[src/rtl/adder_serial_nbits.sv]
// adder_serial_nbits: CHUNK-bits-per-cycle serial adder/subtractor with valid/ready handshakes
module adder_serial_nbits #(
  parameter int WIDTH = 16,
  parameter int CHUNK = 4
) (
  input  logic             clk,
  input  logic             rst,
  input  logic             start_valid,
  output logic             start_ready,
  input  logic [WIDTH-1:0] first_word,
  input  logic [WIDTH-1:0] second_word,
  input  logic             carry_in,
  input  logic             sub_mode,
  output logic [WIDTH-1:0] sum_word,
  output logic             carry_out,
  output logic             overflow,
  output logic             done_valid,
  input  logic             done_ready
);
  localparam int N  = WIDTH / CHUNK;
  localparam int CW = N > 1 ? $clog2(N) : 1;
  typedef enum logic [1:0] {IDLE, RUN, DONE} state_t;
  state_t state;
  logic [WIDTH-1:0] a_q, b_q, acc, acc_nx;
  logic [CW-1:0] cnt;
  logic [CHUNK:0] slice;
  logic carry_q, last;
  always_comb begin
    slice = {1'b0, a_q[cnt*CHUNK +: CHUNK]} + {1'b0, b_q[cnt*CHUNK +: CHUNK]} + (CHUNK+1)'(carry_q);
    acc_nx = acc;
    acc_nx[cnt*CHUNK +: CHUNK] = slice[CHUNK-1:0];
    last = cnt == CW'(N - 1);
  end
  always_ff @(posedge clk) begin
    if (rst) begin
      state       <= IDLE;
      a_q         <= '0;
      b_q         <= '0;
      acc         <= '0;
      carry_q     <= 1'b0;
      cnt         <= '0;
      sum_word    <= '0;
      carry_out   <= 1'b0;
      overflow    <= 1'b0;
      done_valid  <= 1'b0;
      start_ready <= 1'b1;
    end else begin
      case (state)
        IDLE: if (start_valid) begin
          a_q         <= first_word;
          b_q         <= sub_mode ? ~second_word : second_word;
          carry_q     <= sub_mode | carry_in;
          cnt         <= '0;
          acc         <= '0;
          start_ready <= 1'b0;
          state       <= RUN;
        end
        RUN: begin
          acc     <= acc_nx;
          carry_q <= slice[CHUNK];
          cnt     <= cnt + 1'b1;
          if (last) begin
            // carry into the MSB is recovered as a^b^sum of that bit
            sum_word   <= acc_nx;
            carry_out  <= slice[CHUNK];
            overflow   <= a_q[WIDTH-1] ^ b_q[WIDTH-1] ^ acc_nx[WIDTH-1] ^ slice[CHUNK];
            done_valid <= 1'b1;
            state      <= DONE;
          end
        end
        DONE: if (done_ready) begin
          done_valid  <= 1'b0;
          start_ready <= 1'b1;
          state       <= IDLE;
        end
        default: state <= IDLE;
      endcase
    end
  end
endmodule

[config.mk]
export PLATFORM = sky130hd
export DESIGN_NAME = adder_serial_nbits
export DESIGN_NICKNAME = d
export VERILOG_FILES = /design/src/rtl/adder_serial_nbits.sv
export SDC_FILE = /design/constraint.sdc
export NUM_CORES = 1
export LEC_CHECK = 0
export CAP_MARGIN = 20
export CORE_MARGIN = 1.5
export CORE_UTILIZATION = 41
export DETAILED_ROUTE_END_ITERATION = 12
export GPL_TIMING_DRIVEN = 0
export PLACE_DENSITY = 0.74
export SLEW_MARGIN = 20
export SYNTH_ARGS = -nofsm -noshare
export SYNTH_HDL_FRONTEND = slang
export SYNTH_SLANG_ARGS = --single-unit
[constraint.sdc]
create_clock -name clk -period 2.45 [get_ports clk]
set_clock_uncertainty 0.05 [all_clocks]
set_input_delay 0.245 -clock clk [delete_from_list [all_inputs] [get_ports clk]]
set_output_delay 0.245 -clock clk [all_outputs]
set_load 0.01 [all_outputs]
# Word level (Yosys, flattened, before mapping)
# Cells that the tools add are included.
dict set report op_classes {
  addsub 4
  n_eq_ne 6
  shift 4
  muxes 18
  n_bitwise 5
  reduce_logical 10
}
# operator n
set op_table {}
lappend op_table {{$neg A4 Y34} 1}
lappend op_table {{$shift A4 B34 Y16 const A} 1}
lappend op_table {{$shiftx A4 B34 Y16} 1}
lappend op_table {{$mux W16} 2}
lappend op_table {{$pmux W16 S2} 1}
lappend op_table {{$shiftx A16 B5 Y4} 2}
lappend op_table {{$bwmux W16} 1}
lappend op_table {{$not A16 Y16} 1}
lappend op_table {{$reduce_and A3 Y1} 3}
lappend op_table {{$mux W2} 4}
lappend op_table {{$ne A2 B2 Y1 const B} 3}
lappend op_table {{$pmux W1 S2} 3}
lappend op_table {{$pmux W2 S3} 1}
lappend op_table {{$reduce_and A2 Y1} 3}
lappend op_table {{$reduce_bool A2 Y1} 3}
lappend op_table {{$add A4 B4 Y5} 1}
lappend op_table {{$add A5 B1 Y5} 1}
lappend op_table {{$mux W1} 5}
lappend op_table {{$eq A2 B2 Y1 const B} 2}
lappend op_table {{$pmux W2 S2} 1}
lappend op_table {{$xor A1 B1 Y1} 3}
lappend op_table {{$add A2 B1 Y2 const B} 1}
lappend op_table {{$eq A2 B1 Y1 const B} 1}
lappend op_table {{$logic_not A2 Y1} 1}
lappend op_table {{$or A1 B1 Y1} 1}
dict set report word_totals {
  regBits 73
  inputBits 38
  output_inout_bits 20
}

# Logic depth before layout (Yosys ltp)
dict set report logic_depth {
  ltp_word 7
  mapped_depth 10
  depth_no_buf 9
}

# Worst setup path after synthesis
# Ideal clock, no wire load.
dict set report synth_timing {
  kind {register to register}
  from {register cnt[0]}
  to {register overflow}
  setup_time_ns 0.079
  t_arrival_ns 2.574
  setup_slack_ns -0.253
  path_stages_with_launch 11
  path_buffers 1
  synth_period_minus_slack_ns 2.703
  path_cell_list {dfxtp_1 > buf_2 > mux4_2 > fa_1 > inv_1 > fa_1 > nand2b_1 > a21oi_1 > xnor2_1 > xnor2_1 > a211oi_2}
}
dict set report synth_via {
  elab_chain_cells 7
}
# element line_no
set synth_lines {}
lappend synth_lines {{start, declared} 25} ;# logic [CW-1:0] cnt;
lappend synth_lines {{start signal, assigned} 61} ;# cnt <= cnt + 1'b1;
lappend synth_lines {{$shiftx A16 B5 Y4} 29} ;# slice = {1'b0, a_q[cnt*CHUNK +: CHUNK]} + {1'b0, b_q[cnt*CHUNK +: CHUNK]} + (CHUNK+1)'(carry_q);
lappend synth_lines {{$add A4 B4 Y5} 29}
lappend synth_lines {{$add A5 B1 Y5} 29}
lappend synth_lines {{$shiftx A4 B34 Y16} 31} ;# acc_nx[cnt*CHUNK +: CHUNK] = slice[CHUNK-1:0];
lappend synth_lines {{$bwmux W16} 31}
lappend synth_lines {{$xor A1 B1 Y1 (2 in series)} 66} ;# overflow <= a_q[WIDTH-1] ^ b_q[WIDTH-1] ^ acc_nx[WIDTH-1] ^ slice[CHUNK];
lappend synth_lines {{end signal, assigned} 66}
lappend synth_lines {{end, declared} 16} ;# output logic overflow,
# Parallel ways exist; a longest one is shown, timed or not.
# A chain may end at the register's enable or synchronous reset.

# Worst setup path in the final report
dict set report layout_timing {
  from {register cnt[0]}
  to {register acc[2]}
}
dict set report layout_via {
  elab_chain_cells 6
}
# element line_no
set layout_lines {}
lappend layout_lines {{$shiftx A16 B5 Y4} 29}
lappend layout_lines {{$add A4 B4 Y5} 29}
lappend layout_lines {{$add A5 B1 Y5} 29}
lappend layout_lines {{$shiftx A4 B34 Y16} 31}
lappend layout_lines {{$bwmux W16 *} 31}
lappend layout_lines {{$pmux W16 S2 *} 48} ;# case (state)
lappend layout_lines {{end signal, assigned} 59} ;# acc <= acc_nx;
lappend layout_lines {{end, declared} 24} ;# logic [WIDTH-1:0] a_q, b_q, acc, acc_nx;
# Mark *: on every way between the ends. The rest lies on a longest branch, timed or not.

==> impl_metrics.yaml <==
synth:
  syn-cell-area_mm2: 0.003440
  yosysSeqAreaShare_pct: 42.49
  synth_flop_cell: "dfxtp_1"
  synthAdderAreaFrac_pct: 4.438
  synth_top_cell_by_area: "dfxtp_1"
  synthTopCellsByArea: "dfxtp_1 (42%), nor2_1 (7.0%), a211oi_1 (6.5%), mux4_2 (5.2%), xnor2_1 (4.8%)"
  synth_warnings: 0
  syn_nets: 437
  synth_top_family_by_area: "compound AO/OA/AOI/OAI gates"
  synth_seq_cells: 73
  postSynthCellCount: 388
  ys_types: 37
  synth_edf_count: 0
  synthMuxAreaShare_pct: 6.402
  synth-simple-area-share_pct: 18.19
  syn_area_per_cell_um2: 8.865
  ys_async_sr_fraction_pct: 0
  synth_xor_area_share_pct: 5.566
  synth_top_area_share_pct: 42.49
  synth-compound-area-share_pct: 18.22
final_layout:
  drive_gt1_share_pct: 16.16
  fillers: 723
  final_cells: 569
  fin_area_mm2: 0.004637
  area_growth_pct: 34.81
  num_antenna_cells: 0
  finish.utilization_pct: 56.72
  multiInputGateArea_mm2: 0.001996
  seq_area_mm2: 0.001465
  nNetsFinal: 508
sta:
  slew_violations: 0
  setup_ws_ps: -89.54
  rsz0062_at_grt: "true"
  max_clock_freq_mhz: 393.8
  post-route-period-util_pct: 103.7
  slew_headroom_pct: 59.75
  worst_pin_slew_ps: 603.8
  hold_viol: 0
  setup_viol: 14
  tns_ps: -535.9
  whs_ps: 303.1
  min_period_ps: 2540
global_routing:
  antenna_found_initial: 0
  grt_pass1_wl_mm: 13.70
  grtUsageTotal_pct: 20.01
  grt_max_degree: 13
  overflow: 0
  first_global_vias: 2911
power_and_ir_drop:
  power_density_mw_per_mm2: 655.4
  power_mw: 3.039
  vdd_ir_drop_max_uv: 303.6
  total_leakage_power_nw: 1.624
setup_path:
  rrSetupSlack_ps: -90
  rr_worst_depth: 11
  cp.required_ps: 2630
  r2r-end: "acc[2]"
  crit_type: "flop to flop"
  critPathLaunchType: "flop"
  path_max_fanout: 8
  reg2reg_from: "cnt[0]"
  worstPathArrival_ps: 2720
  endpoint_kind: "flop"
hold_path:
  worstHoldEndpoint: "b_q[5]"
  hold_path_depth: 3
  hp-class: "input port to flop"
  hold_path_startpoint: "sub_mode"
flow_run:
  drv_cap: 0
die:
  fp.dieW_um: 94.59
  rows: 33
  die_y_um: 94.59
  start_util_pct: 42.07
  core_mm2: 0.008175
  io_pins: 58
  floorplan.die_area_mm2: 0.008947
clock_tree:
  cts_tree: "built"
  cts_hold_buf: 0
  clkLatencyLatePin_ps: 350
  cts_buffers: 9
  cts-htree-levels: 3
  cts_sinks: 73
  path_clk_slew_ps: 80
  cts-root-buf: "clkbuf_8"
  cts_buffer_depth: 2
outcome:
  outcome: "finished, violations left"
  violations: "setup timing"
placed_design:
  dp_hpwl_mm: 6.103
  place_ws_ps: -364.8
  place_congestion: 0.8511
  place_area_mm2: 0.004139
  dp.cells: 548
  io_buffers: 55
route:
  dr.pass1.iters: 4
  wl_mm: 8.642
  vias: 3044
  wire_per_inst_um: 15.19
  drt.antenna.violating_nets: 0
  drc: 0
  avgViaCountPerCell: 5.350
  drtIter0Drc: 139
-- worst max-delay path by stage --
stage | start | endpoint | slack [ps] | depth (start not counted)
2_1_floorplan | cnt[0] | overflow | 10 | 10
3_3_place_gp | cnt[1] | overflow | -300 | 10
3_5_place_dp | cnt[1] | overflow | -360 | 10
4_1_cts | cnt[0] | overflow | -60 | 10
5_1_grt | cnt[0] | acc[6] | -180 | 11
6_report | cnt[0] | acc[2] | -90 | 11
-- cells by family after synthesis --
group,Yosys count
DFF,73
adders and majority gates,11
muxes,12
and+or+nand+nor,139
AOI/OAI and AO/OA,93
xor gates and xnor gates,21
buffers and inverters,39
-- report_power, final --
| group | total (mW) | switching [mW] | internal (mW) |
|---|---|---|---|
| Sequential | 1.27 | 0.0313 | 1.24 |
| Clock | 1.22 | 0.442 | 0.776 |
| Combinational | 0.549 | 0.297 | 0.251 |
-- critical path, stage by stage (launching register included) --
cell and delay (ps):
dfxtp_4 360, buf_12 130, mux4_2 520, fa_2 380, inv_2 60, fa_2 200
buf_6 110, xnor2_4 100, a31oi_1 210, nor2_1 70, a31oi_1 170, nor2_1 50
-- sequential cells by signal, indices dropped and copies added (netlist names) --
signal	cells
acc	16
cnt	2
state	2
carry_out	1
done_valid	1
overflow	1
carry_q	1
start_ready	1
sum_word	16
a_q	16
b_q	16
-- layer usage --
layer	vias to the layer above	part of all wire [%]	track usage, %
met3	23	4.6	3.784
met5	-	0	0
li1	1487	-	-
met1	1448	42	23.42
met2	86	50	36.03
met4	0	2.5	7.587
-- synthesized netlist by cell type (2+ instances only) --
cell,count
dfxtp_1,73
a311oi_1,3
a31oi_1,20
nor2_1,64
mux4_2,8
a31o_2,2
nand3_1,7
nor3b_1,2
a21oi_1,30
nand2_1,37
nand2b_1,4
inv_1,7
nor3_1,4
ha_1,9
a22oi_1,2
fa_1,2
buf_2,12
nor2b_1,14
mux2i_1,4
a211oi_1,30
and2_1,2
clkbuf_1,19
xnor2_1,19
-- layout by cell type (no fill, tap or decap), drive strengths merged, types with 19 or more instances in the layout --
master and instances:
a31oi 20, a211oi 31, dfxtp 73, nor2 64
clkdlybuf4s50 55, clkbuf 28, nand2 37, xnor2 20
a21oi 30, buf 19
-- final cells by class --
cell class | count | share of cell area (%)
Clock inverter | 6 | 2.806
Clock buffer | 10 | 2.752
Multi-Input combinational cell | 276 | 43.04
Inverter | 7 | 0.6206
Tap cell | 105 | 2.833
Buffer | 32 | 3.319
Sequential cell | 73 | 31.60
Timing Repair Buffer | 60 | 13.03
-- what timing repair did --
action                                  4_1_cts  5_1_grt
buffers inserted                              3        2
endpoints found under the setup margin       25       28
resized for setup                            18       19
pin swaps                                    10       13
(Power assumes the default switching activity.)
==> RTL change 1: new RTL, config.mk and constraints unchanged <==
Register the output `overflow` once more; this adds one clock of latency there. The other outputs are not delayed to match.
--- a/src/rtl/adder_serial_nbits.sv
+++ b/src/rtl/adder_serial_nbits.sv
@@ -20,6 +20,8 @@
   localparam int N  = WIDTH / CHUNK;
   localparam int CW = N > 1 ? $clog2(N) : 1;
   typedef enum logic [1:0] {IDLE, RUN, DONE} state_t;
+
+  logic overflow_s0;
   state_t state;
   logic [WIDTH-1:0] a_q, b_q, acc, acc_nx;
   logic [CW-1:0] cnt;
@@ -41,7 +43,7 @@
       cnt         <= '0;
       sum_word    <= '0;
       carry_out   <= 1'b0;
-      overflow    <= 1'b0;
+      overflow_s0 <= 1'b0;
       done_valid  <= 1'b0;
       start_ready <= 1'b1;
     end else begin
@@ -63,7 +65,7 @@
             // carry into the MSB is recovered as a^b^sum of that bit
             sum_word   <= acc_nx;
             carry_out  <= slice[CHUNK];
-            overflow   <= a_q[WIDTH-1] ^ b_q[WIDTH-1] ^ acc_nx[WIDTH-1] ^ slice[CHUNK];
+            overflow_s0 <= a_q[WIDTH-1] ^ b_q[WIDTH-1] ^ acc_nx[WIDTH-1] ^ slice[CHUNK];
             done_valid <= 1'b1;
             state      <= DONE;
           end
@@ -77,5 +79,9 @@
       endcase
     end
   end
+  always_ff @(posedge clk) begin
+    overflow <= overflow_s0;
+  end
+
 endmodule
 
Behaviour: not the same (a bounded check fails within 10 cycles, from zero or initial values and one cycle with rst high).
==> RTL change 1 against the unedited design <==
Wire length is 1.6% higher; largest cell class unchanged; total power shrank 1.5%; sequential share of layout area up 0.50 points; critical path depth down 2; critical endpoint is now overflow_s0; cell area decreased by 0.22%; area after synthesis up 0.58%; sequential cell count is 1 higher; largest power group unchanged; critical path type unchanged; the run still ends with negative setup slack left; setup slack worse by 0.016 ns.
==> RTL change 1: results (changes against the unedited design) <==
status: "complete, but fails checks"  # unchanged
failed_checks: "negative setup slack"  # unchanged
fillers: 702  # was 723
final-seq-area_um2: 1485  # was 1465 um2
post_dp_cell_area_um2: 4159  # was 4139 um2
synth-compound-area-share_pct: 18.12  # was 18.22%
synthAdderAreaFrac_pct: 4.412  # was 4.438%
nets: 513  # was 508
cp_slowest_cell: "mux4_2"  # unchanged
muxShareOfSynthArea_pct: 6.365  # was 6.402%
synth.area.top_cells: "dfxtp_1 43%, nor2_1 6.9%, a211oi_1 6.5%, mux4_2 5.2%, xnor2_1 4.8%"  # was dfxtp_1 42%, nor2_1 7.0%, a211oi_1 6.5%, mux4_2 5.2%, xnor2_1 4.8%
globalRouteMet2Util_pct: 36.01  # was 36.03%
bufAreaShareNonClock_pct: 16.66  # was 16.35%
setup_ws_ns: -0.1053  # was -0.08954 ns
grtUsageMet3_pct: 4.187  # was 3.784%
antenna_found_initial: 0  # unchanged
clk_pin_slew_worst_paths_ns: 0.08  # about the same
instances_no_fill: 574  # was 569
wirelength_um: 8776  # was 8642 um
cp_slowest_stage_delay_ns: 0.57  # was 0.52 ns
place_congestion: 0.8552  # was 0.8511
drive_above_1_share_pct: 16.42  # was 16.16%
portBuffers: 55  # unchanged
coreArea_um2: 8175  # unchanged
grtUsageMet1_pct: 24.63  # was 23.42%
via_count: 3046  # was 3,044
grt_usage_pct: 20.56  # was 20.01%
totalNegativeSetupSlack_ns: -0.6193  # was -0.5359 ns
dpl.cell_count: 549  # was 548
clock_sinks: 74  # was 73
p_leak_nw: 1.635  # was 1.624 nW
htree_levels: 3  # unchanged
setup-violations-final: 14  # unchanged
avgSynthCellArea_um2: 8.893  # was 8.865 um2
diodes: 0  # unchanged
multi_input_area_share_pct: 42.56  # was 43.04%
grt_pass1_vias: 2938  # was 2,911
buffers_excl_clock: 96  # was 92
comb.multi_input.count: 276  # unchanged
ys_seq_area_share_pct: 42.82  # was 42.49%
cts_root_buffer: "clkbuf_8"  # unchanged
dr_wl_met2_um: 4286  # was 4362 um
relSlewSlack_pct: 62.01  # was 59.75%
grt_pass1_wl_um: 14090  # was 13,700 um
pre_cts_ws_ns: -0.3779  # was -0.3648 ns
grt_max_degree: 14  # was 13
drtIter0Drc: 186  # was 139
p_switching_uw: 805.2  # was 770.6 uW
post_cts_resized: 24  # was 18
dr_wl_met3_um: 428  # was 397 um
wl_met1_um: 3875  # was 3667 um
synth_commonest_cells: "74 x dfxtp_1, 64 x nor2_1, 37 x nand2_1"  # was 73 x dfxtp_1, 64 x nor2_1, 37 x nand2_1
dp_hpwl_um: 5968  # was 6103 um
post_cts_buffers: 8  # was 3
final-clk-cell-share_pct: 5.219  # was 5.559%
ir_drop_mv: 0.3451  # was 0.3036 mV
synth_xor_area_share_pct: 5.533  # was 5.566%
final_area_um2: 4627  # was 4637 um2
synth_fp_nets: 438  # was 437
## RTL change 1: cell count changes in the layout (fill, tap and decap cells not counted), sizes merged
cell / delta
clkbuf: -1
dfxtp: +1
buf: +4
bufinv: -1
clkinv: +2
## RTL change 1: worst paths after layout
kind               start          end  slack (ns)  cells past startpoint
max               cnt[0]  overflow_s0       -0.11                      9
min             sub_mode       b_q[5]        0.27                      3
max reg2reg       cnt[0]  overflow_s0       -0.11                      9
min reg2reg  overflow_s0     overflow        0.31                      0
## RTL change 1: power by group through the flow
| stage | sequential, mW | combinational [mW] | clock [mW] |
|---|---|---|---|
| floorplan | 1.31 | 0.302 | 0 |
| global placement | 1.31 | 0.443 | 0 |
| detailed placement | 1.32 | 0.454 | 0 |
| CTS | 1.29 | 0.528 | 1.16 |
| global route | 1.30 | 0.592 | 1.21 |
| finish | 1.29 | 0.550 | 1.15 |
==> RTL change 2: new RTL, same flow settings <==
Made on the original files. Change the parameter `WIDTH` from 16 to 32.
--- a/src/rtl/adder_serial_nbits.sv
+++ b/src/rtl/adder_serial_nbits.sv
@@ -1,6 +1,6 @@
 // adder_serial_nbits: CHUNK-bits-per-cycle serial adder/subtractor with valid/ready handshakes
 module adder_serial_nbits #(
-  parameter int WIDTH = 16,
+  parameter int WIDTH = 32,
   parameter int CHUNK = 4
 ) (
   input  logic             clk,
Ports: changed (resized first_word, second_word and sum_word); port bits go from 58 to 106. The function was not compared with the original's and may differ.
==> RTL change 2 against the unedited design <==
The flow still finishes with violations (negative setup slack); total power grew 100%; cell area grew 100%; synthesized cell count grew 89%; setup slack lost 0.58 ns; sequential cell count grew 65; area after synthesis grew 85%; wire length grew 140%; critical endpoint is now overflow; largest power group is now the clock network.
==> RTL change 2: results (changes against the unedited design) <==
cp_data_arrival_time_ns: 3.36  # was 2.72 ns
pre_cts_ws_ns: -0.9294  # was -0.3648 ns
nets: 987  # was 508
worstMarginPinSlew_ns: 0.8578  # was 0.6038 ns
p_leak_nw: 3.411  # was 1.624 nW
portBuffers: 103  # was 55
dpl.cell_count: 1025  # was 548
failed_checks: "negative setup slack"  # unchanged
place_congestion: 0.9195  # was 0.8511
synth_commonest_cells: "138 x dfxtp_1, 127 x nand2_1, 115 x nor2_1"  # was 73 x dfxtp_1, 64 x nor2_1, 37 x nand2_1
status: "complete, but fails checks"  # unchanged
htree_levels: 4  # was 3
synth_cell_types: 50  # was 37
min_path_type: "in -> reg"  # unchanged
fillers: 1175  # was 723
drtIter0Drc: 493  # was 139
syn_inst: 734  # was 388
critPathMaxFanout: 5  # was 8
clk_pin_slew_worst_paths_ns: 0.06  # was 0.08 ns
post_drt_wl_per_cell_um: 18.39  # was 15.19 um
grt_usage_pct: 24.03  # was 20.01%
via_count: 6264  # was 3,044
setup-violations-final: 67  # was 14
grt_max_degree: 17  # was 13
grt_pass1_vias: 6063  # was 2,911
clk_latency_ns: 0.43  # was 0.35 ns
grt_pass1_wl_um: 30410  # was 13,700 um
drive_above_1_share_pct: 25.71  # was 16.16%
synth_top_area_share_pct: 43.51  # was 42.49%
dp_hpwl_um: 12570  # was 6103 um
ys.flop_type: "dfxtp_1"  # unchanged
instances_no_fill: 1106  # was 569
ir_drop_mv: 0.5146  # was 0.3036 mV
setup_ws_ns: -0.6707  # was -0.08954 ns
post_dp_cell_area_um2: 7749  # was 4139 um2
first_pass_iters: 8  # was 4
synth.area.top_cells: "dfxtp_1 44%, nand2_1 7.5%, nor2_1 6.8%, mux4_2 5.7%, a211oi_1 4.8%"  # was dfxtp_1 42%, nor2_1 7.0%, a211oi_1 6.5%, mux4_2 5.2%, xnor2_1 4.8%
ys_seq_area_share_pct: 43.51  # was 42.49%
antenna_found_initial: 0  # unchanged
cts_buffers: 17  # was 9
synth_fp_nets: 816  # was 437
cts_root_buffer: "clkbuf_16"  # was clkbuf_8
-- RTL change 2: worst paths after layout --
check,slack (ns),depth (start not counted),to,from
setup reg to reg,-0.67,15,overflow,cnt[0]
setup / recovery,-0.67,15,overflow,cnt[0]
hold / removal,0.22,2,sum_word[28],rst
hold reg to reg,0.40,2,a_q[25],a_q[25]
-- RTL change 2: cells by family after synthesis --
family / synth area share, %
AO/OA/AOI/OAI: 15.78
XOR/XNOR: 4.965
adder cells (fa/ha/maj): 2.601
buffers and inverters: 4.394
flip-flops: 43.51
multiplexers: 9.833
AND/OR/NAND/NOR: 18.92
-- RTL change 2: layout make-up --
cell class,count,share of cell area (%)
multi-input combinational,526,42.45
sequential,138,29.51
timing repair buffer,152,15.80
clock buffer,23,4.876
buffer,57,3.211
tap,188,2.505
clock inverter,9,1.039
inverter,13,0.6128
-- RTL change 2: metrics by stage --
stage	TNS, ns	utilization, %
final	-30.46	62.01
after floorplan	-13.25	-
after global routing	-35.38	62.01
after CTS	-23.82	59.47
after global placement	-39.48	51.16
after detailed placement	-41.95	51.16
-- RTL change 2: repair_timing --
item	CTS	global route
cloned	1	0
buffers inserted	37	12
endpoints found under the setup margin	67	68
pin swaps	36	36
resized for setup	89	71
hold endpoints to repair	0	0
-- RTL change 2: worst max-delay path: stages (launching register included) --
cell and delay [ns]:
dfxtp_4 0.36, buf_12 0.13, buf_4 0.12, buf_6 0.11, buf_6 0.11, buf_12 0.12, mux4_2 0.44, nand2_2 0.10
nand2_2 0.07, ha_4 0.32, a21oi_4 0.08, and3_4 0.22, o41ai_4 0.35, buf_4 0.18, xnor2_2 0.13, a211oi_1 0.09
-- RTL change 2: power breakdown --
part           internal (mW)  total [mW]  switching [mW]
Sequential              2.34        2.39          0.0567
Clock                   1.51        2.46           0.951
Combinational          0.606        1.26           0.657
Total                   4.45        6.12            1.66
-- RTL change 2: per-layer routing --
| layer | GRT usage, % | wire [um] | vias up |
|---|---|---|---|
| met2 | 40.25 | 9674 | 342 |
| met5 | 0 | 0 | - |
| met3 | 5.402 | 1595 | 93 |
| met1 | 29.32 | 8204 | 2949 |
| li1 | - | - | 2880 |
| met4 | 11.43 | 865 | 0 |
